### config.mk
export PLATFORM = sky130hd
export DESIGN_NAME = adda_wavegen
export DESIGN_NICKNAME = d
export VERILOG_FILES = /design/src/rtl/adda_wavegen.sv
export SDC_FILE = /design/constraint.sdc
export NUM_CORES = 1
export LEC_CHECK = 0
export BUFFER_PORTS_ARGS = -buffer_cell sky130_fd_sc_hd__buf_2
export CAP_MARGIN = 20
export CORE_ASPECT_RATIO = 1.4
export CORE_MARGIN = 2
export CORE_UTILIZATION = 30
export CTS_BUF_LIST = sky130_fd_sc_hd__clkbuf_16
export DETAILED_ROUTE_END_ITERATION = 16
export SLEW_MARGIN = 20
export SYNTH_ARGS = -nofsm -noshare
export SYNTH_HDL_FRONTEND = slang
export SYNTH_SLANG_ARGS = --single-unit
export TNS_END_PERCENT = 1
### constraint.sdc
create_clock -name clk -period 5.4 [get_ports clk]
set_input_delay 0.27 -clock clk [delete_from_list [all_inputs] [get_ports clk]]
set_output_delay 0.27 -clock clk [all_outputs]
set_load 0.01 [all_outputs]
### src/rtl/adda_wavegen.sv
// adda_wavegen: programmable DA test-pattern generator (ramp up/down, triangle, square).
// Define ADDA_LOOPBACK_CHECK_EN to add the AD-return loopback checker (ad_data, lb_err_cnt).
module adda_wavegen #(
  parameter int DW     = 8,
  parameter int DIV_W  = 16,
  parameter int LB_LAT = 3,
  parameter int LB_TOL = 2
) (
  input  logic             clk,
  input  logic             rst_n,
  input  logic [1:0]       cfg_mode,
  input  logic [DW-1:0]    cfg_lo,
  input  logic [DW-1:0]    cfg_hi,
  input  logic [DW-1:0]    cfg_step,
  input  logic [DIV_W-1:0] cfg_div,
  input  logic             start,
  input  logic             stop,
  output logic             busy,
  output logic             cfg_err,
  output logic [DW-1:0]    da_data,
  output logic             da_upd,
`ifdef ADDA_LOOPBACK_CHECK_EN
  output logic             wrap_pulse,
  input  logic [DW-1:0]    ad_data,
  output logic [15:0]      lb_err_cnt
`else
  output logic             wrap_pulse
`endif
);

  localparam logic [1:0] ST_IDLE      = 2'd0;
  localparam logic [1:0] ST_RUN       = 2'd1;
  localparam logic [1:0] ST_STOP_PEND = 2'd2;

  localparam logic [1:0] MODE_UP   = 2'd0;
  localparam logic [1:0] MODE_DOWN = 2'd1;
  localparam logic [1:0] MODE_TRI  = 2'd2;
  localparam logic [1:0] MODE_SQR  = 2'd3;

  logic [1:0]       state_r;
  logic [1:0]       state_nxt_s;
  logic             busy_r;
  logic             cfg_err_r;
  logic [1:0]       mode_r;
  logic [DW-1:0]    lo_r;
  logic [DW-1:0]    hi_r;
  logic [DW-1:0]    step_r;
  logic [DIV_W-1:0] div_r;
  logic [DIV_W-1:0] presc_r;
  logic             dir_down_r;
  logic [DW-1:0]    da_r;
  logic             da_upd_r;
  logic             wrap_r;

  logic             start_ok_s;
  logic             start_bad_s;
  logic             tick_s;
  logic [DW:0]      sum_s;
  logic [DW:0]      lo_step_s;
  logic [DW-1:0]    nxt_code_s;
  logic             nxt_wrap_s;
  logic             nxt_dir_down_s;

  assign start_ok_s  = (state_r == ST_IDLE) && start && (cfg_lo < cfg_hi);
  assign start_bad_s = (state_r == ST_IDLE) && start && !(cfg_lo < cfg_hi);
  assign tick_s      = busy_r && (presc_r == div_r);
  // Sums are one bit wider than the code so bound comparisons never alias.
  assign sum_s       = {1'b0, da_r} + {1'b0, step_r};
  assign lo_step_s   = {1'b0, lo_r} + {1'b0, step_r};

  assign busy       = busy_r;
  assign cfg_err    = cfg_err_r;
  assign da_data    = da_r;
  assign da_upd     = da_upd_r;
  assign wrap_pulse = wrap_r;

  // Next waveform code, wrap marker and triangle direction for the coming tick.
  always_comb begin
    nxt_code_s     = da_r;
    nxt_wrap_s     = 1'b0;
    nxt_dir_down_s = dir_down_r;
    case (mode_r)
      MODE_UP: begin
        if (sum_s > {1'b0, hi_r}) begin
          nxt_code_s = lo_r;
          nxt_wrap_s = 1'b1;
        end else begin
          nxt_code_s = sum_s[DW-1:0];
        end
      end
      MODE_DOWN: begin
        if ({1'b0, da_r} < lo_step_s) begin
          nxt_code_s = hi_r;
          nxt_wrap_s = 1'b1;
        end else begin
          nxt_code_s = da_r - step_r;
        end
      end
      MODE_TRI: begin
        if (!dir_down_r) begin
          if (sum_s >= {1'b0, hi_r}) begin
            nxt_code_s     = hi_r;
            nxt_dir_down_s = 1'b1;
          end else begin
            nxt_code_s = sum_s[DW-1:0];
          end
        end else begin
          if ({1'b0, da_r} <= lo_step_s) begin
            nxt_code_s     = lo_r;
            nxt_dir_down_s = 1'b0;
            nxt_wrap_s     = 1'b1;
          end else begin
            nxt_code_s = da_r - step_r;
          end
        end
      end
      MODE_SQR: begin
        if (da_r == lo_r) begin
          nxt_code_s = hi_r;
        end else begin
          nxt_code_s = lo_r;
          nxt_wrap_s = 1'b1;
        end
      end
      default: begin
        nxt_code_s = da_r;
      end
    endcase
  end

  // Control FSM next state; a pending stop completes on the wrap tick.
  always_comb begin
    state_nxt_s = state_r;
    case (state_r)
      ST_IDLE: begin
        if (start_ok_s) state_nxt_s = ST_RUN;
        else            state_nxt_s = ST_IDLE;
      end
      ST_RUN: begin
        if (stop) state_nxt_s = ST_STOP_PEND;
        else      state_nxt_s = ST_RUN;
      end
      ST_STOP_PEND: begin
        if (tick_s && nxt_wrap_s) state_nxt_s = ST_IDLE;
        else                      state_nxt_s = ST_STOP_PEND;
      end
      default: begin
        state_nxt_s = ST_IDLE;
      end
    endcase
  end

  // State register with busy and cfg_err registered alongside.
  always_ff @(posedge clk or negedge rst_n) begin
    if (!rst_n) begin
      state_r   <= ST_IDLE;
      busy_r    <= 1'b0;
      cfg_err_r <= 1'b0;
    end else begin
      state_r   <= state_nxt_s;
      busy_r    <= (state_nxt_s != ST_IDLE);
      cfg_err_r <= start_bad_s;
    end
  end

  // Configuration snapshot taken only on an accepted start.
  always_ff @(posedge clk or negedge rst_n) begin
    if (!rst_n) begin
      mode_r <= 2'd0;
      lo_r   <= {DW{1'b0}};
      hi_r   <= {DW{1'b0}};
      step_r <= {{(DW-1){1'b0}}, 1'b1};
      div_r  <= {DIV_W{1'b0}};
    end else if (start_ok_s) begin
      mode_r <= cfg_mode;
      lo_r   <= cfg_lo;
      hi_r   <= cfg_hi;
      step_r <= (cfg_step == {DW{1'b0}}) ? {{(DW-1){1'b0}}, 1'b1} : cfg_step;
      div_r  <= cfg_div;
    end else begin
      mode_r <= mode_r;
      lo_r   <= lo_r;
      hi_r   <= hi_r;
      step_r <= step_r;
      div_r  <= div_r;
    end
  end

  // Update-rate prescaler.
  always_ff @(posedge clk or negedge rst_n) begin
    if (!rst_n) begin
      presc_r <= {DIV_W{1'b0}};
    end else if (start_ok_s || tick_s) begin
      presc_r <= {DIV_W{1'b0}};
    end else if (busy_r) begin
      presc_r <= presc_r + {{(DIV_W-1){1'b0}}, 1'b1};
    end else begin
      presc_r <= presc_r;
    end
  end

  // DA code register with its update and wrap strobes.
  always_ff @(posedge clk or negedge rst_n) begin
    if (!rst_n) begin
      da_r       <= {DW{1'b0}};
      da_upd_r   <= 1'b0;
      wrap_r     <= 1'b0;
      dir_down_r <= 1'b0;
    end else if (start_ok_s) begin
      da_r       <= (cfg_mode == MODE_DOWN) ? cfg_hi : cfg_lo;
      da_upd_r   <= 1'b1;
      wrap_r     <= 1'b0;
      dir_down_r <= 1'b0;
    end else if (tick_s) begin
      da_r       <= nxt_code_s;
      da_upd_r   <= 1'b1;
      wrap_r     <= nxt_wrap_s;
      dir_down_r <= nxt_dir_down_s;
    end else begin
      da_r       <= da_r;
      da_upd_r   <= 1'b0;
      wrap_r     <= 1'b0;
      dir_down_r <= dir_down_r;
    end
  end

`ifdef ADDA_LOOPBACK_CHECK_EN
  localparam int             FILL_W    = $clog2(LB_LAT + 1);
  localparam logic [FILL_W-1:0] FILL_FULL = FILL_W'(LB_LAT);
  localparam logic [DW:0]    TOL_V     = (DW+1)'(LB_TOL);

  logic [DW-1:0]     lb_pipe_r [LB_LAT];
  logic [FILL_W-1:0] lb_fill_r;
  logic [15:0]       lb_cnt_r;
  logic [DW:0]       lb_diff_s;
  logic              lb_mis_s;

  assign lb_err_cnt = lb_cnt_r;

  // Absolute error between the AD return and the delayed DA code.
  always_comb begin
    if (ad_data >= lb_pipe_r[LB_LAT-1]) begin
      lb_diff_s = {1'b0, ad_data} - {1'b0, lb_pipe_r[LB_LAT-1]};
    end else begin
      lb_diff_s = {1'b0, lb_pipe_r[LB_LAT-1]} - {1'b0, ad_data};
    end
  end

  assign lb_mis_s = busy_r && (lb_fill_r == FILL_FULL) && (lb_diff_s > TOL_V);

  // DA delay line matching the AD return latency.
  always_ff @(posedge clk or negedge rst_n) begin
    if (!rst_n) begin
      for (int i = 0; i < LB_LAT; i++) lb_pipe_r[i] <= {DW{1'b0}};
    end else begin
      for (int i = LB_LAT - 1; i > 0; i--) lb_pipe_r[i] <= lb_pipe_r[i-1];
      lb_pipe_r[0] <= da_r;
    end
  end

  // Fill tracking and saturating mismatch counter, both restarted by start.
  always_ff @(posedge clk or negedge rst_n) begin
    if (!rst_n) begin
      lb_fill_r <= {FILL_W{1'b0}};
      lb_cnt_r  <= 16'h0000;
    end else if (start_ok_s) begin
      lb_fill_r <= {FILL_W{1'b0}};
      lb_cnt_r  <= 16'h0000;
    end else begin
      if (busy_r && (lb_fill_r != FILL_FULL)) lb_fill_r <= lb_fill_r + {{(FILL_W-1){1'b0}}, 1'b1};
      else                                   lb_fill_r <= lb_fill_r;
      if (lb_mis_s && (lb_cnt_r != 16'hFFFF)) lb_cnt_r <= lb_cnt_r + 16'h0001;
      else                                   lb_cnt_r <= lb_cnt_r;
    end
  end
`endif

endmodule

==> results of run 1 <==
[cell usage after synthesis, types with 3 or more instances]
master,instances,area [sq um]
a22oi_1,3,22.5
o21ai_0,43,215
dfrtp_1,72,1800
nand4_1,13,81.3
a21o_1,5,37.5
nor4_1,4,25.0
o211ai_1,5,37.5
nor2b_1,5,31.3
mux2i_1,17,170
mux2_2,40,450
clkbuf_1,10,37.5
nor2_1,66,248
nand3_1,11,55.1
fa_1,3,60.1
a211oi_1,7,52.6
a2111oi_0,4,35.0
inv_1,31,116
xor2_1,22,193
and3_1,3,18.8
ha_1,47,588
nor3_1,9,45.0
o22ai_1,3,18.8
o21bai_1,4,30.0
nand2b_1,9,56.3
xnor2_1,33,289
nand2_1,56,210
a21oi_1,33,165
buf_2,11,55.1
[sequential cells by signal, summed over array words and instances (netlist names), 2 cells and up]
| signal | flops |
|---|---|
| div_r | 16 |
| hi_r | 8 |
| lo_r | 8 |
| presc_r | 16 |
| mode_r | 2 |
| step_r | 8 |
| state_r | 2 |
| da_data | 8 |
[final cells by class]
| type | instances | share of cell area, % |
|---|---|---|
| well taps | 244 | 4.77 |
| flip-flops and latches | 73 | 28.5 |
| clock inverters | 7 | 0.938 |
| clock buffers | 9 | 3.52 |
| repair buffers | 60 | 4.84 |
| multi-input cells | 486 | 55.5 |
| inverters | 33 | 1.93 |
[path summary, 6_finish.rpt]
path	cells after the start	from	end
setup / recovery	16	lo_r[0]	busy
hold / removal	1	rst_n	lo_r[7]
setup reg to reg	16	lo_r[0]	busy
hold reg to reg	2	step_r[0]	step_r[0]
max in group asynchronous	1	rst_n	step_r[1]
min in group clk	2	cfg_div[11]	div_r[11]
[worst max-delay path, cell delays in order (launching register included)]
cell	delay, ns
dfrtp_1	0.45
ha_1	0.26
fa_1	0.42
a211oi_1	0.34
o21ai_0	0.17
o21ai_0	0.12
xor2_1	0.17
ha_1	0.27
a22oi_1	0.21
o211ai_1	0.14
o211ai_1	0.37
nor3_1	0.11
buf_4	0.22
nand2b_1	0.15
mux4_2	0.53
o21ai_2	0.18
nand3_1	0.09
[metrics by stage]
| step | cell area [sq um] | hold WS [ns] | std cells | setup slack (ns) |
|---|---|---|---|---|
| after detailed placement | 6120 | 0.466 | 896 | 1.11 |
| after global routing | 6400 | 0.151 | 912 | 0.706 |
| final | 6400 | 0.0595 | 912 | 1.00 |
| after CTS | 6400 | 0.102 | 912 | 1.07 |
| after global placement | 6120 | 0.469 | 896 | 1.19 |
| after floorplan | 5620 | -0.0256 | 616 | 1.56 |
[metal layers]
layer,share of wire (%),wire length [microns],vias to the layer above
met5,0,0,-
met4,3.5,527,0
met3,2.9,442,33
met2,54,8170,103
met1,39,5930,2203
li1,-,-,2279
[logic make-up (layout without fill, tap and decap cells)]
group	after synthesis	after routing	synth area share (%)
AO/OA/AOI/OAI	130	130	15.3
AND/OR/NAND/NOR	192	192	16.0
buffers and inverters	57	109	4.34
flip-flops	73	73	32.5
XOR/XNOR	55	55	8.58
adder cells (fa/ha/maj)	50	50	11.5
multiplexers	59	59	11.7
==> metrics.cfg, run 1 <==
[drt]
drtIter0Drc=245
drtAntennaViolNets=0
vias=4618
finalWirelength_mm=15.1
dr.pass1.iters=4
viasPerCell=5.06
route.detailed.drc=0
wl_per_cell_microns=16.5

[setup_path]
critPathKind=reg -> reg
critPathLaunchType=flip-flop
crit_required_ns=5.57
cp.arrival_ns=4.57
critPathCaptureType=flip-flop
worstPathMaxFanout=11
rrSetupSlack_ns=1.00

[clocking]
ctsRootBufferMaster=clkbuf_16
htreeDepth=3
insertion_delay_ns=0.34
cts_tree=yes
cts_resized=0
clk_pin_slew_ns=0.07
cts_setup_buffers=0
cts_made_buffers=9
clock-sinks=73
clk_path_buf_depth=2
ctsHoldBuffers=0

[grt]
grt_pass1_vias=4802
track_usage_pct=15.8
antenna_found_initial=0
grt_max_degree=74
grt_pass1_wl_mm=24.8
met1_usage_pct=17.7
grtUsageMet3_pct=1.96
grt-ovfl-total=0
use_met2_pct=29.4
top_usage_layer=met2

[finish]
layout_commonest_cell=dfrtp_1
nets=759
regArea_sq_um=1830
area_delta_synth_final_pct=14.0
fill_cells=1962
multi_input_area_sq_um=3550
n_antenna_cell=0
post-route-util_pct=34.7
most-common-layout-cells=dfrtp_1, nor2_1, nand2_1, buf_2, ha_1
drive_gt1_share_pct=19.9

[die]
die-area_sq_um=19800
floorplan.initialDensity_pct=30.4
num_rows=59
die_height_microns=166
die_w_microns=120
core_sq_um=18500
num_io_pins=58

[placement]
place_congestion=0.917
numPortBuffers=57
dp_hpwl_mm=11.9

[yosys]
ys.flop_type=dfrtp_1
yosysSeqAreaShare_pct=32.5
syn_inst=616
synth_area_sq_um=5620
syn-num-nets=712
yosysWarnings=0
ys_seq_elements=73
syn_avg_cell_area_sq_um=9.12
synth_edf_count=0
async_flop_share_pct=100
post_synth_num_cell_types=66

[timing]
setup_violations=0
maxSlewViolCount=0
fin_skew_ns=0.0103
worst_pin_slew_ns=0.947
fin_setup_tns_ns=0
period_minus_slack_ns=4.40
relSlewSlack_pct=36.8
maxClockFrequency_mhz=228
rsz0062_at_grt=false
period_share_pct=81.4
hold_viol=0

[run]
maxCapViolations=0

[outcome]
outcome=finished clean

[hold_path]
hold_path.class=in -> async

Power of run 1 is left out: the tool's default activity adds up to more than one toggle a clock period on the data nets, which glitch-free logic cannot reach.
==> run 2: changes to the inputs <==
==> constraint.sdc (replaced) <==
create_clock -name clk -period 4 [get_ports clk]
set_input_delay 0.2 -clock clk [delete_from_list [all_inputs] [get_ports clk]]
set_output_delay 0.2 -clock clk [all_outputs]
set_load 0.01 [all_outputs]
==> metrics.cfg, run 2 (synthesis results as in run 1) <==
[outcome]
outcome=finished, violations left
violations=negative hold slack

[drt]
wl_met2_mm=8.98  ; +9.9%
drtAntennaViolNets=0  ; unchanged
drtIter0Drc=365  ; +49%
top_layer=met4
finalWirelength_mm=16.7  ; +11%
dr.pass1.iters=5  ; +1
viasPerCell=5.14  ; +1.5%
dr_wl_met3_microns=713  ; +61%
route.detailed.drc=0  ; unchanged
wl_per_cell_microns=17.4  ; +5.5%
m1WireLength_mm=6.36  ; +7.3%
vias=4917  ; +6.5%

[grt]
antenna_found_initial=0  ; unchanged
grt_max_degree=74  ; unchanged
grt-ovfl-total=0  ; unchanged
grt_pass1_wl_mm=26.1  ; +5.3%
track_usage_pct=16.7  ; +0.91 points
grt_pass1_vias=4988  ; +3.9%

[die]
num_io_pins=58  ; unchanged
die-area_sq_um=19800  ; unchanged
die_w_microns=120  ; unchanged
core_sq_um=18500  ; unchanged
num_rows=59  ; unchanged
floorplan.initialDensity_pct=30.4  ; unchanged
die_height_microns=166  ; unchanged

[run]
maxCapViolations=0  ; unchanged

[finish]
regArea_sq_um=1830  ; about the same
fill_cells=1937  ; -1.3%
drive_gt1_share_pct=27.3  ; +7.4 points
n_antenna_cell=0  ; unchanged
nets=804  ; +5.9%
multi_input_area_sq_um=3680  ; +3.7%
reg_top3=div_r x16, presc_r x16
most-common-layout-cells=dfrtp_1, nor2_1, nand2_1, buf_2
layout_commonest_cell=dfrtp_1
area_delta_synth_final_pct=23.1

[clocking]
cts_tree=yes
clk_pin_slew_ns=0.07  ; about the same
htreeDepth=3  ; unchanged
ctsHoldBuffers=0  ; unchanged
clock-sinks=73  ; unchanged
insertion_delay_ns=0.34  ; about the same
clk_path_buf_depth=2  ; unchanged
cts_made_buffers=9  ; unchanged
ctsRootBufferMaster=clkbuf_16

[placement]
place_congestion=0.921  ; +0.40%
pre_cts_slack_ns=-0.125  ; -1.23 ns
numPortBuffers=57  ; unchanged
dp_hpwl_mm=12.8  ; +8.4%

[timing]
holdWs_ns=-0.0244  ; -0.0839 ns
maxSlewViolCount=0  ; unchanged
setup_ws_ns=0.168  ; -0.837 ns
period_minus_slack_ns=3.83  ; -0.563 ns
worst_pin_slew_ns=0.968  ; +0.0204 ns
setup_violations=0  ; unchanged
hold_viol=11  ; +11
period_share_pct=95.8  ; +14 points
fin_skew_ns=0.0131  ; +0.00274 ns
relSlewSlack_pct=35.5  ; -1.4 points
maxClockFrequency_mhz=261  ; +15%

[setup_path]
critPathLaunchType=flip-flop
critPathKind=reg -> reg
crit_required_ns=4.21  ; -1.36 ns
cp.arrival_ns=4.05  ; -0.52 ns
worstPathMaxFanout=7  ; -4
critPathCaptureType=flip-flop

[hold_path]
hold_path.class=in -> async

run 2: path summary, 6_finish.rpt:
| kind | start | depth (start not counted) | endpoint | slack (ns) |
|---|---|---|---|---|
| worst min-delay path | rst_n | 1 | hi_r[6] | -0.02 |
| worst max-delay path | da_data[1] | 17 | da_data[0] | 0.17 |
| max in group asynchronous | rst_n | 1 | step_r[1] | 3.29 |
| min in group clk | cfg_div[8] | 2 | div_r[8] | 0.09 |
| worst min register to register | step_r[0] | 2 | step_r[0] | 0.50 |
| worst max register to register | da_data[1] | 17 | da_data[0] | 0.17 |
run 2: critical path: stages (launching register included):
cell	delay, ns
dfrtp_1	0.43
buf_4	0.20
ha_1	0.30
nor2b_1	0.06
o21ai_0	0.36
nand3b_1	0.19
xnor2_2	0.25
ha_1	0.31
nor3_1	0.21
nor2_1	0.09
o22ai_2	0.17
buf_4	0.17
o22ai_2	0.15
nand2_1	0.11
o21ai_0	0.10
a2111oi_2	0.40
buf_4	0.17
a21oi_1	0.05
run 2: per-layer routing:
layer | track usage, % | vias up
met5 | 0 | -
met4 | 7.01 | 0
met3 | 2.34 | 41
met2 | 31.1 | 142
met1 | 18.6 | 2371
li1 | - | 2363
run 2: area by class of cell:
type / instances / area share (%)
Inverter: 33 / 1.79
Sequential cell: 73 / 26.4
Timing Repair Buffer: 104 / 9.62
Clock buffer: 9 / 3.26
Multi-Input combinational cell: 487 / 53.3
Clock inverter: 7 / 1.21
Tap cell: 244 / 4.41
run 2: timing repair:
item                       CTS  global route
buffers inserted             0             6
pin swaps                    1            12
setup endpoints to repair    8            11
cloned                       0             1
resized for setup            6            21
run 2: through the flow:
stage | utilization (%) | instance area (sq um) | setup TNS, ns | std cells
6_report | 37.5 | 6920 | 0 | 957
2_1_floorplan | - | 5620 | 0 | 616
5_1_grt | 37.5 | 6920 | -0.0190 | 957
3_5_place_dp | 34.8 | 6420 | -0.372 | 934
4_1_cts | 36.6 | 6750 | 0 | 950
3_3_place_gp | 34.8 | 6420 | -0.0577 | 934
Power of run 2 is left out for the same reason.
